<file path="config.mk">
export PLATFORM = sky130hd
export DESIGN_NAME = clk_divider_prog
export DESIGN_NICKNAME = d
export VERILOG_FILES = /design/src/rtl/clk_divider_prog.sv
export SDC_FILE = /design/constraint.sdc
export NUM_CORES = 1
export LEC_CHECK = 0
export BUFFER_PORTS_ARGS = -buffer_cell sky130_fd_sc_hd__buf_2
export CORE_MARGIN = 2
export CORE_UTILIZATION = 55
export CTS_CLUSTER_DIAMETER = 80
export CTS_CLUSTER_SIZE = 8
export DETAILED_ROUTE_END_ITERATION = 8
export PLACE_DENSITY = 0.83
export SLEW_MARGIN = 40
export SYNTH_ARGS = -nofsm -noshare
export SYNTH_HDL_FRONTEND = slang
export SYNTH_SLANG_ARGS = --single-unit
</file>
<file path="constraint.sdc">
create_clock -name clk -period 4.3 [get_ports clk]
set_input_delay 0.86 -clock clk [delete_from_list [all_inputs] [get_ports clk]]
set_output_delay 0.86 -clock clk [all_outputs]
set_load 0.1 [all_outputs]
</file>
<file path="src/rtl/clk_divider_prog.sv">
// Programmable clock divider with glitch-free divisor reload at period boundaries.
// Optional sticky invalid-divisor flag enabled by defining CLKDIV_ERR_EN.
module clk_divider_prog #(
  parameter int unsigned CNT_W   = 8,
  parameter int unsigned DEF_DIV = 4
) (
  input  logic             clk,
  input  logic             reset,
  input  logic             en,
  input  logic [CNT_W-1:0] div_val,
  input  logic             div_load,
  output logic             div_ready,
  output logic             clk_out,
  output logic             tick,
  output logic             running
`ifdef CLKDIV_ERR_EN
  ,
  output logic             div_err
`endif
);

  typedef enum logic {
    IDLE = 1'b0,
    RUN  = 1'b1
  } state_t;

  state_t           state_q, state_d;
  logic [CNT_W-1:0] cnt_q, cnt_d;
  logic [CNT_W-1:0] div_q, div_d;
  logic [CNT_W-1:0] shadow_q, shadow_d;
  logic             pend_q, pend_d;
  logic             clk_q, clk_d;
  logic             tick_q, tick_d;

  logic             accept;
  logic             val_low;
  logic [CNT_W-1:0] cnt_next;
  logic [CNT_W-1:0] half;

  assign accept  = div_load && !pend_q;
  assign val_low = (div_val < CNT_W'(2));

  // Next count wraps at N-1; the high phase lasts ceil(N/2) counts.
  assign cnt_next = (cnt_q == div_q - CNT_W'(1)) ? '0 : cnt_q + CNT_W'(1);
  assign half     = (div_q >> 1) + {{(CNT_W-1){1'b0}}, div_q[0]};

  always_ff @(posedge clk or posedge reset) begin
    if (reset) begin
      state_q  <= IDLE;
      cnt_q    <= '0;
      div_q    <= CNT_W'(DEF_DIV);
      shadow_q <= CNT_W'(DEF_DIV);
      pend_q   <= 1'b0;
      clk_q    <= 1'b0;
      tick_q   <= 1'b0;
    end else begin
      state_q  <= state_d;
      cnt_q    <= cnt_d;
      div_q    <= div_d;
      shadow_q <= shadow_d;
      pend_q   <= pend_d;
      clk_q    <= clk_d;
      tick_q   <= tick_d;
    end
  end

  always_comb begin
    state_d  = state_q;
    cnt_d    = cnt_q;
    div_d    = div_q;
    shadow_d = shadow_q;
    pend_d   = pend_q;
    clk_d    = clk_q;
    tick_d   = 1'b0;

    case (state_q)
      IDLE: begin
        if (en) begin
          state_d = RUN;
          cnt_d   = '0;
          clk_d   = 1'b1;
          tick_d  = 1'b1;
          if (pend_q) begin
            div_d  = shadow_q;
            pend_d = 1'b0;
          end
        end else begin
          cnt_d = '0;
          clk_d = 1'b0;
        end
      end
      RUN: begin
        if (en) begin
          cnt_d  = cnt_next;
          tick_d = (cnt_next == '0);
          clk_d  = (cnt_next < half);
          // The new divisor only ever governs a period that starts on this edge.
          if ((cnt_next == '0) && pend_q) begin
            div_d  = shadow_q;
            pend_d = 1'b0;
          end
        end
      end
      default: state_d = IDLE;
    endcase

    // Accept is impossible while a load is pending, so it never collides with the apply above.
    if (accept) begin
      shadow_d = val_low ? CNT_W'(2) : div_val;
      pend_d   = 1'b1;
    end
  end

`ifdef CLKDIV_ERR_EN
  logic err_q;

  always_ff @(posedge clk or posedge reset) begin
    if (reset) begin
      err_q <= 1'b0;
    end else if (accept && val_low) begin
      err_q <= 1'b1;
    end
  end

  assign div_err = err_q;
`endif

  assign div_ready = !pend_q;
  assign clk_out   = clk_q;
  assign tick      = tick_q;
  assign running   = (state_q == RUN);

endmodule

</file>
### Yosys cells after proc, flatten, opt, wreduce, memory -nomap -nowiden

Cells that the tools add are included.

| cells by class | value |
|---|---|
| reductions and logical operators | 6 |
| add/subtract/negate cells | 3 |
| div/mod/pow operators | 0 |
| order comparisons | 2 |
| muxes and demuxes | 20 |
| bitwise logic cells | 1 |
| shift-type cells | 0 |
| $mul | 0 |
| equality and inequality tests | 8 |

Operators with widths:

| operator | number |
|---|---|
| 8-bit two-way mux | 7 |
| 8-bit one-hot mux with 2 select lines | 2 |
| 7-bit by 1-bit adder with 8-bit output | 1 |
| 8-bit by 1-bit adder with 8-bit output, second input constant | 1 |
| 8-bit equality test | 1 |
| 8-bit logical NOT | 1 |
| 8-bit by 2-bit less-than comparator with 1-bit output, second input constant | 1 |
| 8-bit less-than comparator | 1 |
| 1-bit two-way mux | 8 |
| 8-bit by 1-bit subtractor with 8-bit output, second input constant | 1 |
| 2-bit != test, second input constant | 3 |
| 1-bit one-hot mux with 2 select lines | 3 |
| 4-bit AND reduction | 1 |
| 3-bit by 1-bit != test with 1-bit output, second input constant | 1 |
| 3-bit by 2-bit != test with 1-bit output, second input constant | 1 |
| 3-bit != test, second input constant | 1 |
| 3-bit AND reduction | 1 |
| 1-bit logical AND | 2 |
| 2-bit by 1-bit != test with 1-bit output, second input constant | 1 |
| 1-bit logical NOT | 1 |
| 1-bit NOT | 1 |

| storage, ports and cells | value |
|---|---|
| memories kept | 0 |
| bits in read-only memories | 0 |
| RAM bits | 0 |
| flip-flop bits (word level) | 28 |
| latch bits | 0 |
| output and inout port bits | 4 |
| bits of input ports | 12 |

### Longest topological paths before layout

Gate-level depths: netlist of the first run.

| depth | value |
|---|---|
| depth after elaboration | 9 |
| gate-level depth with buffers | 18 |

### Worst setup path after synthesis of the first run

No wires, ideal clock.

| timing path | value |
|---|---|
| path kind | reg2reg |
| start point | register div_q[0] |
| end point | register clk_q (netlist: clk_out) |
| clock period less this slack | 3.272 ns |
| cell stages (with the launch flop) | 19 |
| path slack | 1.028 ns |
| path buffers | 3 |
| arrival | 3.182 ns |
| cells stage by stage | dfrtp_1 -> inv_1 -> ha_1 -> clkbuf_1 -> nand2b_1 -> nand3_1 -> o21ai_0 -> a2111oi_0 -> o31a_1 -> buf_2 -> buf_2 -> nor2_1 -> ha_1 -> a21o_1 -> a21oi_1 -> o21ai_0 -> nand4_1 -> a41oi_1 -> o221ai_1 |

| between the ends | value |
|---|---|
| word-level cells in the longest chain between the ends | 6 |
| elaborated cells on any way between the ends | 7 |
| those cells by class | add/sub (2); order compare (1); eq/ne (1); mux (3) |

Ends and longest elaborated chain:

| element | RTL line | RTL |
|---|---|---|
| start, declared | 29 | `logic [CNT_W-1:0] div_q, div_d;` |
| start signal, assigned | 51 | `div_q <= CNT_W'(DEF_DIV);` |
| start signal, assigned | 59 | `div_q <= div_d;` |
| 8-bit by 1-bit subtractor with 8-bit output | 44 | `assign cnt_next = (cnt_q == div_q - CNT_W'(1)) ? '0 : cnt_q + CNT_W'(1);` |
| 8-bit equality test | 44 |  |
| 8-bit two-way mux | 44 |  |
| 8-bit less-than comparator * | 96 | `clk_d = (cnt_next < half);` |
| 1-bit two-way mux * | 93 | `if (en) begin` |
| 1-bit one-hot mux with 2 select lines * | 76 | `case (state_q)` |
| end signal, assigned | 62 | `clk_q <= clk_d;` |
| end, declared | 32 | `logic clk_q, clk_d;` |

Every way passes the cells marked *; elsewhere a longest branch is shown, timed or not. The select of a mux whose other input is x is not followed.
A chain may end at the register's enable or synchronous reset.

### Worst setup path in the final report of the first run

Same ends and word-level chain as after synthesis.

==> results.toml, run 1 <==
[run_status]
status = "complete, no violations"

[finish]
area_growth_pct = 6.83
regArea_um2 = 703
drive_above_1_share_pct = 15.6
multi_input_area_um2 = 1140
fillers = 320
nets = 249
diodes = 0

[hold_path]
min-delay-start = "shadow_q[2]"
hp-class = "flip-flop to flip-flop"

[global_route]
grt.total_usage_pct = 20.5
grt_max_degree = 29
grt_pass1_wl_um = 6560
grt_pass1_vias = 1430
grt.busiest_layer = "met2"
globalRouteOverflowTotal = 0
grtUsageMet3_pct = 2.50
met2_usage_pct = 31.4
antenna_found_initial = 0
grt_util_met1_pct = 30.0

[logic_synthesis]
syn_area_um2 = 1940
synth_cell_types = 47
yosys_warnings = 0
synth_ff_type = "dfrtp_1"
async_flop_share_pct = 100
synth-edff-count = 0
yosys-top-cells-count = "nand2_1, dfrtp_1, ha_1, nor2_1"
yosysTopAreaCell = "dfrtp_1"
synth_xor_area_share_pct = 9.41
synth_top_cell_area_share_pct = 33.5
synth_compound_area_share_pct = 12.8
yosys.area_share.simple_pct = 24.5
seq_area_frac_synth_pct = 36.2
synth_top_family_by_area = "simple AND/OR/NAND/NOR gates"
syn-num-nets = 243
synth.mux.area_fraction_pct = 4.64
synth.area.top_cells = "dfrtp_1, ha_1, nand2_1, xnor2_1, mux2_2"
synth_seq_cells = 28
synth_most_common_cell = "nand2_1"
synth_fa_ha_area_share_pct = 7.09
avgSynthCellArea_um2 = 8.82
synthCells = 220

[clocking]
postCtsSetupRepairBufs = 0
cts_tree = "yes"
ctsHoldBuffers = 0
cts_made_buffers = 3
htreeDepth = 1
clockBufferDepth = 2
cts.sinks = 28
clk_pin_slew_worst_paths_ns = 0.14
cts_root_buf = "clkbuf_4"
insertion_delay_ns = 0.33
post_cts_resized = 0

[sta]
finalSetupTns_ns = 0
fin_worst_skew_ns = 0.00284
finalSetupViolations = 0
worst_slack_ns = 0.866
max-slew-margin-rel_pct = 62.7
hold_violations = 0
maxSlewViolCount = 0
min_period_ns = 3.43
post-route-period-util_pct = 79.9
fmax_mhz = 291
rsz0062_at_grt = "false"
tightest_slew_ns = 0.559

[setup_path]
endpoint = "clk_out"
start_kind = "flip-flop"
worst-path-stages = 15
rr_worst_depth = 15
r2r-end = "clk_out"
worstPathArrival_ns = 3.64
r2r_slack_ns = 0.87
r2r_start = "div_q[0]"
worst_setup_path_end_kind = "flip-flop"
required_ns = 4.51
max_stage_delay_ns = 0.51
startpoint = "div_q[0]"
critPathMaxFanout = 14
crit_family = "compound AO/OA/AOI/OAI gates"
crit_type = "flip-flop to flip-flop"
path_cells = "inv_1 -> ha_1 -> nand2b_1 -> nand3_1 -> o21ai_0 -> a2111oi_0 -> o31a_1 -> buf_4 -> a21oi_1 -> ha_1 -> nand3_1 -> o21ai_0 -> nand4_1 -> a41oi_1 -> o221ai_1"
critPathBufInv = 2
cp_slowest_cell = "o31a_1"

[place]
dp_hpwl_um = 2860
io_buffers = 15
routabilityCongestion = 0.834
place_ws_ns = 0.892

[power_and_ir_drop]
p_per_area_nw_per_um2 = 721
vdd.ir_drop.worst_uv = 344
p_leak_uw = 0.000936

[die]
ioPinCount = 16
coreArea_um2 = 3360
rows = 21
die_x_um = 63.4
die-area_um2 = 4020
initial_core_util_pct = 57.7
die_h_um = 63.4

[route]
viasPerCell = 5.87
firstDrtPassIters = 5
via_count = 1591
drc_errors = 0
drt-wirelength-per-cell_um = 14.0
wl_um = 3800
drtIter0Drc = 55
ant_nets = 0

[flow_run]
cap_violations = 0
-- worst min path at each step --
stage,to,slack [ns],cells after the start
after floorplan,shadow_q[2],0.44,2
after global placement,shadow_q[2],0.45,2
after detailed placement,shadow_q[2],0.45,2
after CTS,shadow_q[2],0.47,2
after global routing,shadow_q[2],0.51,2
final,shadow_q[2],0.47,2
-- registers in the layout, indices dropped and copies added (netlist names) --
register / cells
running: 1
clk_out: 1
shadow_q: 8
tick: 1
cnt_q: 8
pend_q: 1
div_q: 8
-- cell families (layout without fill, tap and decap cells) --
group,after synthesis,count (layout)
flip-flops,28,28
XOR/XNOR,20,20
adder cells (fa/ha/maj),11,11
buffers and inverters,25,30
multiplexers,8,8
AO/OA/AOI/OAI,33,33
AND/OR/NAND/NOR,95,95
-- per-layer routing --
metal	wire, um	share of wire [%]
met2	1780	47
met4	63	1.7
met3	187	4.9
met1	1760	46
met5	0	0
-- per-stage QoR --
stage	area [um^2]	total power [uW]	std cells	util, %	hold slack, ns
floorplan	1940	1170	220	-	0.438
global placement	2010	1290	267	59.9	0.450
detailed placement	2010	1310	267	59.9	0.453
CTS	2070	1490	271	61.5	0.474
global route	2070	1630	271	61.6	0.507
finish	2070	1500	271	61.6	0.474
-- worst min-delay path, stage by stage (launching register included) --
cell	delay [ns]
dfstp_2	0.40
nand2_1	0.05
nand2_1	0.05
-- cell type report --
cell class / count / share of cell area, %
Tap cell: 46 / 2.78
Sequential cell: 28 / 33.9
Clock buffer: 3 / 1.09
Clock inverter: 1 / 1.45
Multi-Input combinational cell: 167 / 55.0
Timing Repair Buffer: 16 / 3.98
Inverter: 10 / 1.81
-- cells in the final DEF (no fill, tap or decap), types with 2 or more instances in the layout --
cell,count
mux2_2,7
inv_1,9
nor3_1,8
xnor2_1,10
nor2b_1,2
nand4_1,2
nor3b_1,3
xor2_1,9
or3_1,4
a21o_1,3
or2_2,2
nand2_1,34
o221ai_1,2
and2_1,2
clkbuf_4,3
nand2b_1,5
nand3b_1,2
o32ai_1,2
buf_2,15
nand3_1,10
nor2_1,11
dfstp_2,2
a21oi_1,8
o21a_1,2
dfrtp_1,26
a31oi_1,3
and3_1,2
ha_1,11
nor4_1,4
o21ai_0,3
-- where the power goes --
group	internal [uW]	switching [uW]
clock	94.4	74.4
sequential	369	168
combinational	385	404
total	848	647
Note: power is estimated with default switching activity, not from simulation.
==> run 2, diff against run 1 <==
--- a/config.mk
+++ b/config.mk
@@ -5,6 +5,7 @@
 export SDC_FILE = /design/constraint.sdc
 export NUM_CORES = 1
 export LEC_CHECK = 0
+export ABC_AREA = 1
 export BUFFER_PORTS_ARGS = -buffer_cell sky130_fd_sc_hd__buf_2
 export CORE_MARGIN = 2
 export CORE_UTILIZATION = 55
==> constraint.sdc (replaced) <==
create_clock -name clk -period 3.5 [get_ports clk]
set_input_delay 0.7 -clock clk [delete_from_list [all_inputs] [get_ports clk]]
set_output_delay 0.7 -clock clk [all_outputs]
set_load 0.1 [all_outputs]
==> results.toml, run 2 <==
[logic_synthesis]
seq_area_frac_synth_pct = 35.0
synth_compound_area_share_pct = 6.66
syn-num-nets = 280
synth_top_family_by_area = "simple AND/OR/NAND/NOR gates"
yosys.area_share.simple_pct = 35.4
synth_top_cell_area_share_pct = 32.4
synth_cell_types = 34
synthCells = 257
yosysTopAreaCell = "dfrtp_1"
syn_area_um2 = 2010
async_flop_share_pct = 100
synth_ff_type = "dfrtp_1"
synth.mux.area_fraction_pct = 3.36
avgSynthCellArea_um2 = 7.82
synth_seq_cells = 28
synth_fa_ha_area_share_pct = 6.85
yosys-top-cells-count = "nand2_1, inv_1, dfrtp_1"
synth.area.top_cells = "dfrtp_1, nand2_1, ha_1, inv_1, nand3_2"
yosys_warnings = 0
synth-edff-count = 0
synth_xor_area_share_pct = 3.92
synth_most_common_cell = "nand2_1"

[flow_run]
cap_violations = 0

[setup_path]
worstPathArrival_ns = 2.94
max_stage_delay_ns = 0.44
worst_setup_path_end_kind = "flip-flop"
critPathMaxFanout = 8
crit_family = "simple AND/OR/NAND/NOR gates"
critPathBufInv = 3
crit_type = "flip-flop to flip-flop"
start_kind = "flip-flop"
cp_slowest_cell = "dfrtp_1"
required_ns = 3.78
path_cells = "inv_1 -> ha_1 -> inv_1 -> nand2_1 -> nand2_1 -> nand2_1 -> nor2_1 -> nand3_2 -> nor2_4 -> nand2_4 -> inv_1 -> nor2_1 -> ha_1 -> a211oi_1 -> nand2_1 -> a41oi_1 -> nand2_1 -> nand2_1"
crit_path_frequent_cell = "nand2_1"

[global_route]
grt.total_usage_pct = 22.0
antenna_found_initial = 0
grt_max_degree = 29
globalRouteOverflowTotal = 0
grt_pass1_wl_um = 7250
grt_pass1_vias = 1623

[place]
dp_hpwl_um = 3160
routabilityCongestion = 0.895
dp_cells = 313
io_buffers = 15

[route]
wl_met1_um = 1920
wl_um = 4120
dr_wl_met3_um = 160
drt-wirelength-per-cell_um = 13.0
dr_wl_met2_um = 2000
ant_nets = 0
viasPerCell = 5.26
firstDrtPassIters = 4
drc_errors = 0
drtIter0Drc = 85
route.top_layer_used = "met4"
via_count = 1666

[clocking]
post_cts_resized = 0
cts_made_buffers = 3
cts_tree = "yes"
postCtsSetupRepairBufs = 0
cts_root_buf = "clkbuf_4"
clk_pin_slew_worst_paths_ns = 0.15
ctsHoldBuffers = 0
clockBufferDepth = 2
htreeDepth = 1
insertion_delay_ns = 0.33
cts.sinks = 28

[sta]
finalSetupTns_ns = 0
min_period_ns = 2.66
hold_violations = 0
max-slew-margin-rel_pct = 60.6
fin_worst_skew_ns = 0.00367
post-route-period-util_pct = 75.9
tightest_slew_ns = 0.590
fmax_mhz = 376
rsz0062_at_grt = "false"
hold_ws_ns = 0.406
finalSetupViolations = 0
maxSlewViolCount = 0

[die]
die_h_um = 64.5
die_x_um = 64.5
ioPinCount = 16
rows = 21
initial_core_util_pct = 58.9
coreArea_um2 = 3420
die-area_um2 = 4160

[finish]
fillers = 299
final_cells = 317
multi_input_area_um2 = 1130
area_growth_pct = 6.91
final_common_cell = "nand2_1"
top_regs = "cnt_q: 8 flops, div_q: 8 flops, shadow_q: 8 flops"
drive_above_1_share_pct = 22.9
nets = 295
regArea_um2 = 703
diodes = 0
layout_common_cells = "nand2_1, inv_1, dfrtp_1"

[power_and_ir_drop]
p_per_area_nw_per_um2 = 896
p_leak_uw = 0.00114
vdd.ir_drop.worst_uv = 598

[hold_path]
hp-class = "primary input to async pin"

[run_status]
status = "complete, no violations"
[run 2: cell types whose count changed after synthesis, moves of 5 or more]
cell | before | now
nand2b_1 | 5 | 0
inv_1 | 10 | 31
nand3_2 | 0 | 11
nand2_1 | 34 | 81
nand2_2 | 0 | 5
xnor2_1 | 10 | 2
nor2_2 | 0 | 6
nor3_1 | 8 | 1
nor2_1 | 11 | 17
clkbuf_1 | 9 | 0
[run 2: worst paths after layout]
path / start / to / slack (ns) / cells after the start
max: div_q[0] / clk_out / 0.84 / 18
min: reset / div_q[6] / 0.41 / 2
max reg2reg: div_q[0] / clk_out / 0.84 / 18
min reg2reg: shadow_q[2] / div_q[2] / 0.49 / 2
max in group asynchronous: reset / shadow_q[0] / 2.71 / 2
min in group clk: shadow_q[2] / div_q[2] / 0.49 / 2
[run 2: worst register-to-register path, cell delays in order (launching register included)]
cell	delay, ns
dfrtp_1	0.44
inv_1	0.13
ha_1	0.35
inv_1	0.06
nand2_1	0.04
nand2_1	0.05
nand2_1	0.04
nor2_1	0.13
nand3_2	0.11
nor2_4	0.11
nand2_4	0.09
inv_1	0.20
nor2_1	0.07
ha_1	0.18
a211oi_1	0.22
nand2_1	0.08
a41oi_1	0.17
nand2_1	0.07
nand2_1	0.05
[run 2: layout make-up]
cell class                 instances  area share [%]
timing repair buffer              15            3.49
inverter                          35            6.11
multi-input combinational        189            52.6
tap                               46            2.68
clock inverter                     1            1.40
sequential                        28            32.7
clock buffer                       3            1.05
[run 2: metrics by stage]
step | setup WS, ns | power [uW] | utilization, % | area (um^2)
detailed placement | 0.908 | 1710 | 61.4 | 2100
finish | 0.844 | 1930 | 62.9 | 2150
CTS | 0.858 | 1930 | 62.9 | 2150
global placement | 0.992 | 1670 | 61.4 | 2100
floorplan | 1.14 | 1520 | - | 2010
global route | 0.525 | 2110 | 62.9 | 2150
[run 2: per-layer routing]
metal  global-route usage, %  vias to the layer above
met5                       0                        -
met4                    5.32                        0
met3                    1.22                        6
met2                    36.7                       40
met1                    31.5                      770
li1                        -                      850
[run 2: cells by family (layout without fill, tap and decap cells)]
family                     count (synthesis)  after routing
and+or+nand+nor                          144            144
buffers and inverters                     40             54
DFF                                       28             28
adders and majority gates                 11             11
muxes                                      6              6
xor gates and xnor gates                   9              9
AOI/OAI and AO/OA                         19             19
[run 2: report_power, final]
part	internal (uW)	switching, uW
sequential	461	198
clock	116	96.2
combinational	390	664
total	967	959
